`src/rtl/spindash_pkg.sv`:
```
// Shared types and width helpers for the multi-chip sound mixer.
package spindash_pkg;

  typedef enum logic [1:0] {
    ST_IDLE  = 2'd0,
    ST_ACCUM = 2'd1,
    ST_SAT   = 2'd2
  } state_t;

  function automatic int unity_gain(input int gain_w);
    return 1 << (gain_w - 1);
  endfunction

  // Signed sample times zero-extended unsigned gain.
  function automatic int prod_width(input int in_w, input int gain_w);
    return in_w + gain_w + 1;
  endfunction

  function automatic int acc_width(input int in_w, input int gain_w, input int ym_count);
    return prod_width(in_w, gain_w) + $clog2(ym_count);
  endfunction

endpackage

```
`src/rtl/spindash_sat.sv`:
```
// Drops the gain fraction bits and clamps the accumulator into the output range.
module spindash_sat #(
  parameter int IN_W  = 28,
  parameter int OUT_W = 18,
  parameter int SHIFT = 7
) (
  input  logic signed [IN_W-1:0]  din,
  output logic signed [OUT_W-1:0] dout
);

  localparam logic signed [IN_W-1:0] MAX_V = {{(IN_W-OUT_W+1){1'b0}}, {(OUT_W-1){1'b1}}};
  localparam logic signed [IN_W-1:0] MIN_V = {{(IN_W-OUT_W+1){1'b1}}, {(OUT_W-1){1'b0}}};

  logic signed [IN_W-1:0] shifted;

  always_comb begin
    shifted = din >>> SHIFT;
    if (shifted > MAX_V) begin
      dout = MAX_V[OUT_W-1:0];
    end else if (shifted < MIN_V) begin
      dout = MIN_V[OUT_W-1:0];
    end else begin
      dout = shifted[OUT_W-1:0];
    end
  end

endmodule

```
`src/rtl/spindash_mixer.sv`:
```
// Captures one sample per chip on the chip-0 strobe, then accumulates gained
// samples one chip per cycle and emits a saturated stereo mix.
module spindash_mixer
  import spindash_pkg::*;
#(
  parameter int YM_COUNT = 7,
  parameter int IN_W     = 16,
  parameter int GAIN_W   = 8,
  parameter int OUT_W    = 16 + $clog2(YM_COUNT)
) (
  input  logic                       clk_jt,
  input  logic                       rst,
  input  logic                       snd_sample,
  input  logic [YM_COUNT*IN_W-1:0]   snd_left_ic,
  input  logic [YM_COUNT*IN_W-1:0]   snd_right_ic,
  input  logic                       cfg_we,
  input  logic [4:0]                 cfg_sel,
  input  logic [GAIN_W-1:0]          cfg_gain,
  input  logic                       cfg_mute,
  output logic signed [OUT_W-1:0]    mix_left,
  output logic signed [OUT_W-1:0]    mix_right,
  output logic                       mix_valid,
  output logic                       busy,
  output logic                       overrun
);

  localparam int PROD_W = prod_width(IN_W, GAIN_W);
  localparam int ACC_W  = acc_width(IN_W, GAIN_W, YM_COUNT);
  localparam int IDX_W  = (YM_COUNT > 1) ? $clog2(YM_COUNT) : 1;
  localparam logic [GAIN_W-1:0] UNITY    = GAIN_W'(unity_gain(GAIN_W));
  localparam logic [IDX_W-1:0]  LAST_IDX = IDX_W'(YM_COUNT - 1);

  state_t                    state_q, state_d;
  logic                      prev_q, prev_d;
  logic [IDX_W-1:0]          idx_q, idx_d;
  logic signed [ACC_W-1:0]   acc_l_q, acc_l_d, acc_r_q, acc_r_d;
  logic signed [OUT_W-1:0]   mix_l_q, mix_l_d, mix_r_q, mix_r_d;
  logic                      valid_q, valid_d;
  logic                      overrun_q, overrun_d;

  logic                      edge_det, capture;
  logic signed [IN_W-1:0]    cap_l_arr [YM_COUNT];
  logic signed [IN_W-1:0]    cap_r_arr [YM_COUNT];
  logic [GAIN_W-1:0]         act_gain_arr [YM_COUNT];
  logic                      act_mute_arr [YM_COUNT];

  assign edge_det = snd_sample & ~prev_q;
  assign capture  = edge_det && (state_q == ST_IDLE);

  // Per-chip capture registers plus shadow (host-written) and active (in-use) gain sets.
  for (genvar gi = 0; gi < YM_COUNT; gi++) begin : g_chip
    logic signed [IN_W-1:0] cap_l_q, cap_l_d, cap_r_q, cap_r_d;
    logic [GAIN_W-1:0]      sh_gain_q, sh_gain_d, act_gain_q, act_gain_d;
    logic                   sh_mute_q, sh_mute_d, act_mute_q, act_mute_d;
    logic                   wr_hit;

    assign wr_hit = cfg_we && (cfg_sel == 5'(gi + 1));

    always_comb begin
      cap_l_d    = cap_l_q;
      cap_r_d    = cap_r_q;
      act_gain_d = act_gain_q;
      act_mute_d = act_mute_q;
      if (capture) begin
        cap_l_d    = snd_left_ic[gi*IN_W +: IN_W];
        cap_r_d    = snd_right_ic[gi*IN_W +: IN_W];
        act_gain_d = sh_gain_q;
        act_mute_d = sh_mute_q;
      end
      sh_gain_d = wr_hit ? cfg_gain : sh_gain_q;
      sh_mute_d = wr_hit ? cfg_mute : sh_mute_q;
    end

    always_ff @(posedge clk_jt) begin
      if (rst) begin
        cap_l_q    <= '0;
        cap_r_q    <= '0;
        sh_gain_q  <= UNITY;
        sh_mute_q  <= 1'b0;
        act_gain_q <= UNITY;
        act_mute_q <= 1'b0;
      end else begin
        cap_l_q    <= cap_l_d;
        cap_r_q    <= cap_r_d;
        sh_gain_q  <= sh_gain_d;
        sh_mute_q  <= sh_mute_d;
        act_gain_q <= act_gain_d;
        act_mute_q <= act_mute_d;
      end
    end

    assign cap_l_arr[gi]    = cap_l_q;
    assign cap_r_arr[gi]    = cap_r_q;
    assign act_gain_arr[gi] = act_gain_q;
    assign act_mute_arr[gi] = act_mute_q;
  end

  logic [GAIN_W-1:0]        cur_gain;
  logic signed [PROD_W-1:0] prod_l, prod_r, gain_ext;
  logic signed [OUT_W-1:0]  sat_l, sat_r;

  always_comb begin
    cur_gain = act_gain_arr[idx_q];
    gain_ext = PROD_W'($signed({1'b0, cur_gain}));
    prod_l   = act_mute_arr[idx_q] ? '0 : PROD_W'(cap_l_arr[idx_q]) * gain_ext;
    prod_r   = act_mute_arr[idx_q] ? '0 : PROD_W'(cap_r_arr[idx_q]) * gain_ext;
  end

  spindash_sat #(.IN_W(ACC_W), .OUT_W(OUT_W), .SHIFT(GAIN_W - 1)) u_sat_l (
    .din (acc_l_q),
    .dout(sat_l)
  );

  spindash_sat #(.IN_W(ACC_W), .OUT_W(OUT_W), .SHIFT(GAIN_W - 1)) u_sat_r (
    .din (acc_r_q),
    .dout(sat_r)
  );

  always_comb begin
    state_d   = state_q;
    prev_d    = snd_sample;
    idx_d     = idx_q;
    acc_l_d   = acc_l_q;
    acc_r_d   = acc_r_q;
    mix_l_d   = mix_l_q;
    mix_r_d   = mix_r_q;
    valid_d   = 1'b0;
    overrun_d = overrun_q | (edge_det && (state_q != ST_IDLE));
    case (state_q)
      ST_IDLE: begin
        if (edge_det) begin
          state_d = ST_ACCUM;
          acc_l_d = '0;
          acc_r_d = '0;
          idx_d   = '0;
        end
      end
      ST_ACCUM: begin
        acc_l_d = acc_l_q + ACC_W'(prod_l);
        acc_r_d = acc_r_q + ACC_W'(prod_r);
        if (idx_q == LAST_IDX) begin
          state_d = ST_SAT;
          idx_d   = '0;
        end else begin
          idx_d = idx_q + 1'b1;
        end
      end
      ST_SAT: begin
        mix_l_d = sat_l;
        mix_r_d = sat_r;
        valid_d = 1'b1;
        state_d = ST_IDLE;
      end
      default: state_d = ST_IDLE;
    endcase
  end

  // prev resets high so a strobe already high at reset release is not an edge.
  always_ff @(posedge clk_jt) begin
    if (rst) begin
      state_q   <= ST_IDLE;
      prev_q    <= 1'b1;
      idx_q     <= '0;
      acc_l_q   <= '0;
      acc_r_q   <= '0;
      mix_l_q   <= '0;
      mix_r_q   <= '0;
      valid_q   <= 1'b0;
      overrun_q <= 1'b0;
    end else begin
      state_q   <= state_d;
      prev_q    <= prev_d;
      idx_q     <= idx_d;
      acc_l_q   <= acc_l_d;
      acc_r_q   <= acc_r_d;
      mix_l_q   <= mix_l_d;
      mix_r_q   <= mix_r_d;
      valid_q   <= valid_d;
      overrun_q <= overrun_d;
    end
  end

  assign mix_left  = mix_l_q;
  assign mix_right = mix_r_q;
  assign mix_valid = valid_q;
  assign busy      = (state_q != ST_IDLE);
  assign overrun   = overrun_q;

endmodule

```
`config.mk`:
```
export PLATFORM = sky130hd
export DESIGN_NAME = spindash_mixer
export DESIGN_NICKNAME = d
export VERILOG_FILES = /design/src/rtl/spindash_pkg.sv /design/src/rtl/spindash_sat.sv /design/src/rtl/spindash_mixer.sv
export SDC_FILE = /design/constraint.sdc
export NUM_CORES = 2
export LEC_CHECK = 0
export BUFFER_PORTS_ARGS = -buffer_cell sky130_fd_sc_hd__clkbuf_2
export CORE_ASPECT_RATIO = 1.4
export CORE_MARGIN = 2
export CORE_UTILIZATION = 40
export CTS_BUF_LIST = sky130_fd_sc_hd__clkbuf_8
export CTS_CLUSTER_DIAMETER = 80
export DETAILED_ROUTE_END_ITERATION = 16
export PLACE_DENSITY = 0.66
export SKIP_CTS_REPAIR_TIMING = 1
export SYNTH_ARGS = -nofsm -noshare
export SYNTH_HDL_FRONTEND = slang
export SYNTH_SLANG_ARGS = --single-unit
```
`constraint.sdc`:
```
create_clock -name clk_jt -period 10.9 [get_ports clk_jt]
set_input_delay 2.18 -clock clk_jt [delete_from_list [all_inputs] [get_ports clk_jt]]
set_output_delay 2.18 -clock clk_jt [all_outputs]
set_load 0.02 [all_outputs]
```
-- Yosys cells after proc, flatten, opt, wreduce, memory -nomap -nowiden
Index checks and enable logic that the tools add are counted.
- add/sub/neg operators: 3
- multipliers: 2
- div/mod/pow operators: 0
- order comparisons: 5
- eq/ne operators: 12
- shift-type cells: 0
- muxes and demuxes: 28
- bitwise operators: 4
- reductions and logical operators: 14
- operators by type and width (kind ; count):
    $pmux 28 s2 ; 2
    $bmux 16 s3 ; 2
    $mux 19 ; 4
    $mux 16 ; 4
    $add 28x25->28 ; 2
    $mul 16x9->25 ; 2
    $mux 25 ; 2
    $gt 21x19->1 const B ; 2
    $lt 21x19->1 const B ; 2
    $mux 28 ; 1
    $bmux 8 s3 ; 1
    $eq 5x3->1 const B ; 4
    $mux 8 ; 2
    $eq 5x2->1 const B ; 2
    $logic_and 1x1->1 ; 9
    $mux 3 ; 2
    $pmux 3 s2 ; 1
    $eq 5x1->1 const B ; 1
    $ge 4x4->1 const B ; 1
    $mux 2 ; 2
    $ne 2x2->1 const B ; 2
    $not 3->4 ; 1
    $pmux 2 s2 ; 1
    $reduce_and 2->1 ; 2
    11 further kinds ; 14
- register bits after elaboration: 452
- latch bits: 0
- bits in writable memories: 0
- ROM bits: 0
- bits of input ports: 242
- output and inout port bits: 41
- word-level logic and storage cells: 119
- memories: 0

-- Longest topological paths before layout
- word-level depth: 8
- depth in mapped cells: 39

-- Hierarchy
A second synthesis with hierarchy kept.
- cell total of the unflattened synthesis: 3744
- area, all modules: 30284.0 µm²
- modules (own cells, without submodules) (module ; times used ; cells an instance ; area an instance (µm²) ; seq. area each (µm²)):
    spindash_mixer ; 1 ; 3614 ; 29454.5 ; 9048.7
    spindash_sat at u_sat_r ; 1 ; 65 ; 417.9 ; 0.0
    spindash_sat at u_sat_l ; 1 ; 65 ; 411.6 ; 0.0

-- Worst setup path before layout
No wires, ideal clock.
- path kind: register to register
- start point: reg idx_q[0]
- end point: reg acc_l_q[25]
- library setup time: 0.063 ns
- data arrival time: 8.079 ns
- path slack: 2.758 ns
- cell stages (with the launch flop): 36
- path through: dfxtp_1 > buf_2 > buf_1 > mux4_2 > o21ai_1 > clkbuf_1 > nor2_1 > fa_1 > inv_1 > fa_1 > inv_1 > fa_1 > inv_1 > fa_1 > inv_1 > ha_1 > o211a_1 > o31a_1 > o211ai_1 > nand2_1 > nand2b_1 > nand2_1 > a21o_1 > a21oi_1 > xor2_1 > nor2_1 > ha_1 > a21o_1 > a21oi_1 > o21bai_1 > a21oi_1 > o31ai_2 > a31o_1 > or3_1 > a2111oi_0 > nand3b_1
- longest elaborated chain between the ends: 8
- elaborated cells on any way between the ends: 14
- those cells by class: add/sub (1); mul (1); mux (11); bitwise (1)
- RTL lines (what ; RTL line ; source):
    start, declared ; spindash_mixer.sv:35 ; logic [IDX_W-1:0] idx_q, idx_d;
    start signal, assigned ; spindash_mixer.sv:173 ; idx_q <= idx_d;
    $not 3->4 (implied by the code) * ; spindash_mixer.sv:103, spindash_mixer.sv:105 ;
    $bmux 16 s3 or $bmux 8 s3 (tied branches) ; spindash_mixer.sv:105, spindash_mixer.sv:103 ;
    $mux 16 (implied by the code) or $mux 8 (tied branches) (2 in series) ; spindash_mixer.sv:105, spindash_mixer.sv:103 ;
    $mul 16x9->25 ; spindash_mixer.sv:105 ; prod_l = act_mute_arr[idx_q] ? '0 : PROD_W'(cap_l_arr[idx_q]) * gain_ext;
    $mux 25 * ; spindash_mixer.sv:105 ;
    $add 28x25->28 * ; spindash_mixer.sv:139 ; acc_l_d = acc_l_q + ACC_W'(prod_l);
    $pmux 28 s2 * ; spindash_mixer.sv:129 ; case (state_q)
    end signal, assigned ; spindash_mixer.sv:174 ; acc_l_q <= acc_l_d;
    end, declared ; spindash_mixer.sv:36 ; logic signed [ACC_W-1:0] acc_l_q, acc_l_d, acc_r_q, acc_r_d;
Every way passes the cells marked *; elsewhere a longest branch is shown, timed or not. The select of a mux whose other input is x is not followed.
A chain may end at the register's enable or synchronous reset.

-- Final worst setup path
- start point: reg idx_q[0]
- end point: reg acc_r_q[27]
- longest elaborated chain between the ends: 8
- elaborated cells on any way between the ends: 14
- those cells by class: add/sub (1); mul (1); mux (11); bitwise (1)
- RTL lines (what ; RTL line ; source):
    $not 3->4 (implied by the code) * ; spindash_mixer.sv:103, spindash_mixer.sv:106 ;
    $bmux 16 s3 or $bmux 8 s3 (tied branches) ; spindash_mixer.sv:106, spindash_mixer.sv:103 ;
    $mux 16 (implied by the code) or $mux 8 (tied branches) (2 in series) ; spindash_mixer.sv:106, spindash_mixer.sv:103 ;
    $mul 16x9->25 ; spindash_mixer.sv:106 ; prod_r = act_mute_arr[idx_q] ? '0 : PROD_W'(cap_r_arr[idx_q]) * gain_ext;
    $mux 25 * ; spindash_mixer.sv:106 ;
    $add 28x25->28 * ; spindash_mixer.sv:140 ; acc_r_d = acc_r_q + ACC_W'(prod_r);
    $pmux 28 s2 * ; spindash_mixer.sv:129 ;
    end signal, assigned ; spindash_mixer.sv:175 ; acc_r_q <= acc_r_d;
    end, declared ; spindash_mixer.sv:36 ;
Marks and branches as above.

==> impl_metrics.py <==
metrics = {
    "timing": {
        "final.setup.worst_slack_ns": 1.678,
        "final_hold_viol_count": 0,
        "tightest_slew_ns": 1.430,
        "rsz0062_at_grt": "false",
        "fin_setup_tns_ns": 0,
        "clock.fmax_mhz": 108.4,
        "finalSetupViolations": 0,
        "finClkSkew_ns": 0.04510,
        "period_share_pct": 84.60,
        "fin_crit_ns": 9.222,
        "maxSlewViolCount": 0,
        "max_slew_margin_pct": 4.649,
    },
    "critical_path": {
        "slowest_stage": "dfxtp_4",
        "crit_type": "reg -> reg",
        "cp.arrival_ns": 9.83,
        "worst_setup_path_end_kind": "flop",
        "slowest_delay_ns": 0.75,
        "start_kind": "flop",
        "required_ns": 11.51,
        "cp_max_fo": 41,
    },
    "synth": {
        "synth_cells": 3609,
        "syn_avg_cell_area_sq_um": 8.124,
        "ys_seq_area_share_pct": 30.86,
        "synth_area_sq_um": 29320,
        "synthFlopType": "dfxtp_1",
        "synth_nets": 4209,
        "synthXorXnorAreaFrac_pct": 2.240,
        "yosys.area.top_type": "dfxtp_1",
        "synth.distinct_cells": 70,
        "synth_fa_ha_area_share_pct": 20.55,
        "synth_warnings": 0,
        "synth_edf_count": 0,
        "synth_seq_cells": 452,
        "yosysTopAreaCellShare_pct": 30.86,
        "yosys-top-cells-area": "dfxtp_1 (31%), fa_1 (14%), nand2_1 (10%)",
        "synth_compound_area_share_pct": 14.07,
        "yosys.area_share.simple_pct": 18.20,
        "synth_top_family_by_area": "adder cells",
        "synth_mux_area_share_pct": 7.157,
        "synth-async-reset-ratio_pct": 0,
    },
    "detailed_routing": {
        "routedWlPerCell_um": 16.41,
        "drt_wl_total_mm": 78.90,
        "drt_iter0_drc": 1553,
        "num_vias": 24640,
        "first_pass_iters": 5,
        "drc": 0,
        "via_per_inst": 5.125,
        "final_antenna_net_count": 0,
    },
    "grt": {
        "grt_pass1_vias": 24380,
        "grt_use_total_pct": 20.93,
        "antenna_found_initial": 3,
        "grt_max_degree": 241,
        "overflow": 0,
        "grt_pass1_wl_mm": 127.5,
    },
    "finish": {
        "final_util_pct": 45.48,
        "drive_gt1_share_pct": 12.93,
        "final_cell_area_sq_um": 33020,
        "area_delta_synth_final_pct": 12.63,
        "finalNetCount": 4400,
    },
    "outcome": {
        "status": "complete, no violations",
    },
    "power_and_ir_drop": {
        "p_per_area_nw_per_um2": 106.7,
        "clkPwrFrac_pct": 43.3,
        "netSwitchingFraction_pct": 26.74,
        "power.leakage_nw": 14.80,
        "ir_drop_v": 0.00009635,
        "p_seq_share_pct": 48.4,
        "p_total_mw": 3.523,
        "intPower_mw": 2.581,
        "switchingPower_mw": 0.9421,
        "combPwrFrac_pct": 8.3,
    },
    "die": {
        "ios": 283,
        "start_util_pct": 40.38,
        "dieArea_sq_um": 75510,
        "die_y_um": 324.3,
        "rows": 117,
        "die_x_um": 232.8,
        "core_area_sq_um": 72610,
    },
    "flow_run": {
        "maxCapViolations": 0,
    },
    "placement": {
        "placed_area_sq_um": 31540,
        "detailedPlace.worstSlack_ns": 1.614,
        "dpl.hpwl_mm": 57.26,
        "io_buffers": 282,
        "routabilityCongestion": 0.8894,
    },
    "clock_network": {
        "clkLatencyLatePin_ns": 0.71,
        "cts_max_level": 3,
        "tritoncts": "built",
        "cts_buffer_depth": 3,
        "numCtsBuffers": 73,
        "cts-root-buf": "clkbuf_8",
        "clock-sinks": 452,
        "clk_pin_slew_ns": 0.07,
    },
    "min_path": {
        "min_path_type": "reg -> reg",
    },
}
==> final cells by class <==
class	count	area (sq um)
clock buffers	85	1170
diodes	3	7.507
clock inverters	42	309.0
well taps	952	1191
inverters	339	1272
fillers	7358	39590
flip-flops and latches	452	9060
repair buffers	317	1709
multi-input cells	2617	18300
==> final timing paths <==
kind	slack (ns)	start	cells after the start	endpoint
setup / recovery	1.68	idx_q[0]	32	acc_r_q[27]
hold / removal	0.42	g_chip[6].sh_gain_q[5]	2	g_chip[6].act_gain_q[5]
setup reg to reg	1.68	idx_q[0]	32	acc_r_q[27]
hold reg to reg	0.42	g_chip[6].sh_gain_q[5]	2	g_chip[6].act_gain_q[5]
==> metrics by stage <==
| step | instances | hold WS, ns |
|---|---|---|
| after floorplan | 3609 | 0.4312 |
| after global placement | 4677 | 0.4366 |
| after detailed placement | 4677 | 0.4431 |
| after CTS | 4804 | 0.4131 |
| after global routing | 4807 | 0.4412 |
| final | 4807 | 0.4185 |
==> sequential cells by signal, indices dropped and copies added, names as in the netlist <==
register	cells
acc_l_q	28
acc_r_q	28
g_chip.act_gain_q	56
g_chip.act_mute_q	7
g_chip.cap_l_q	112
g_chip.cap_r_q	112
g_chip.sh_gain_q	56
g_chip.sh_mute_q	7
idx_q	3
mix_left	19
mix_right	19
mix_valid	1
overrun	1
prev_q	1
state_q	2
==> synthesized netlist by cell type, types with 3 or more instances <==
cell / count
and3_1: 9
nor2b_1: 23
nor4_1: 3
inv_1: 339
a22oi_1: 23
a21o_1: 36
a211oi_1: 10
o31ai_1: 3
nor3b_1: 3
clkbuf_1: 177
a32oi_1: 4
or2_2: 10
a2111oi_0: 4
and2_1: 12
a31oi_1: 9
nand3_1: 39
fa_1: 206
mux4_2: 41
a21oi_1: 427
dfxtp_1: 452
mux2_2: 3
buf_1: 21
nand3b_1: 3
mux2i_1: 114
o21a_1: 8
nor3_1: 21
a21boi_0: 3
nand4_1: 9
or3_1: 15
o21ai_1: 20
nand2_1: 801
xnor2_1: 50
o211ai_1: 37
nor2_1: 324
xor2_1: 25
ha_1: 152
o21ai_0: 91
buf_2: 3
nand2b_1: 25
o21bai_1: 16
==> metal layers <==
layer | track usage, % | up-vias | part of all wire (%)
li1 | - | 12210 | -
met1 | 27.77 | 11660 | 44
met2 | 34.82 | 651 | 48
met3 | 3.406 | 116 | 6.0
met4 | 6.342 | 0 | 2.3
met5 | 0 | - | 0
==> worst max-delay path, delay by kind of cell (launching register included) <==
kind,cells,cell delay (ns)
flip-flops,1,0.75
buffers and inverters,4,0.59
XOR/XNOR,1,0.10
AND/OR/NAND/NOR,10,2.44
AO/OA/AOI/OAI,11,2.82
adder cells (fa/ha/maj),6,2.48
==> cell families (layout without fill, tap and decap cells) <==
logic type      count (synthesis)  in the layout
compound gates                719            719
simple gates                 1307           1307
buf+inv                       540            783
flops                         452            452
mux                           158            158
fa+ha+maj                     358            358
xor+xnor                       75             75
other cells                     0              3
==> power by group through the flow <==
stage	sequential (mW)	combinational, mW	clock, mW
after detailed placement	1.74	0.293	0
after global routing	1.71	0.327	1.63
after floorplan	1.73	0.183	0
after CTS	1.71	0.294	1.57
final	1.71	0.293	1.52
after global placement	1.74	0.291	0
==> placed cells by master (no fill, tap or decap), drive strengths merged, types with 50 or more instances in the layout <==
cell type  instances
xnor2             50
a21oi            427
fa               206
clkbuf           366
inv              369
o21ai            111
mux2i            114
dfxtp            452
ha               152
nor2             324
nand2            801
Note: power is estimated with default switching activity, not from simulation.
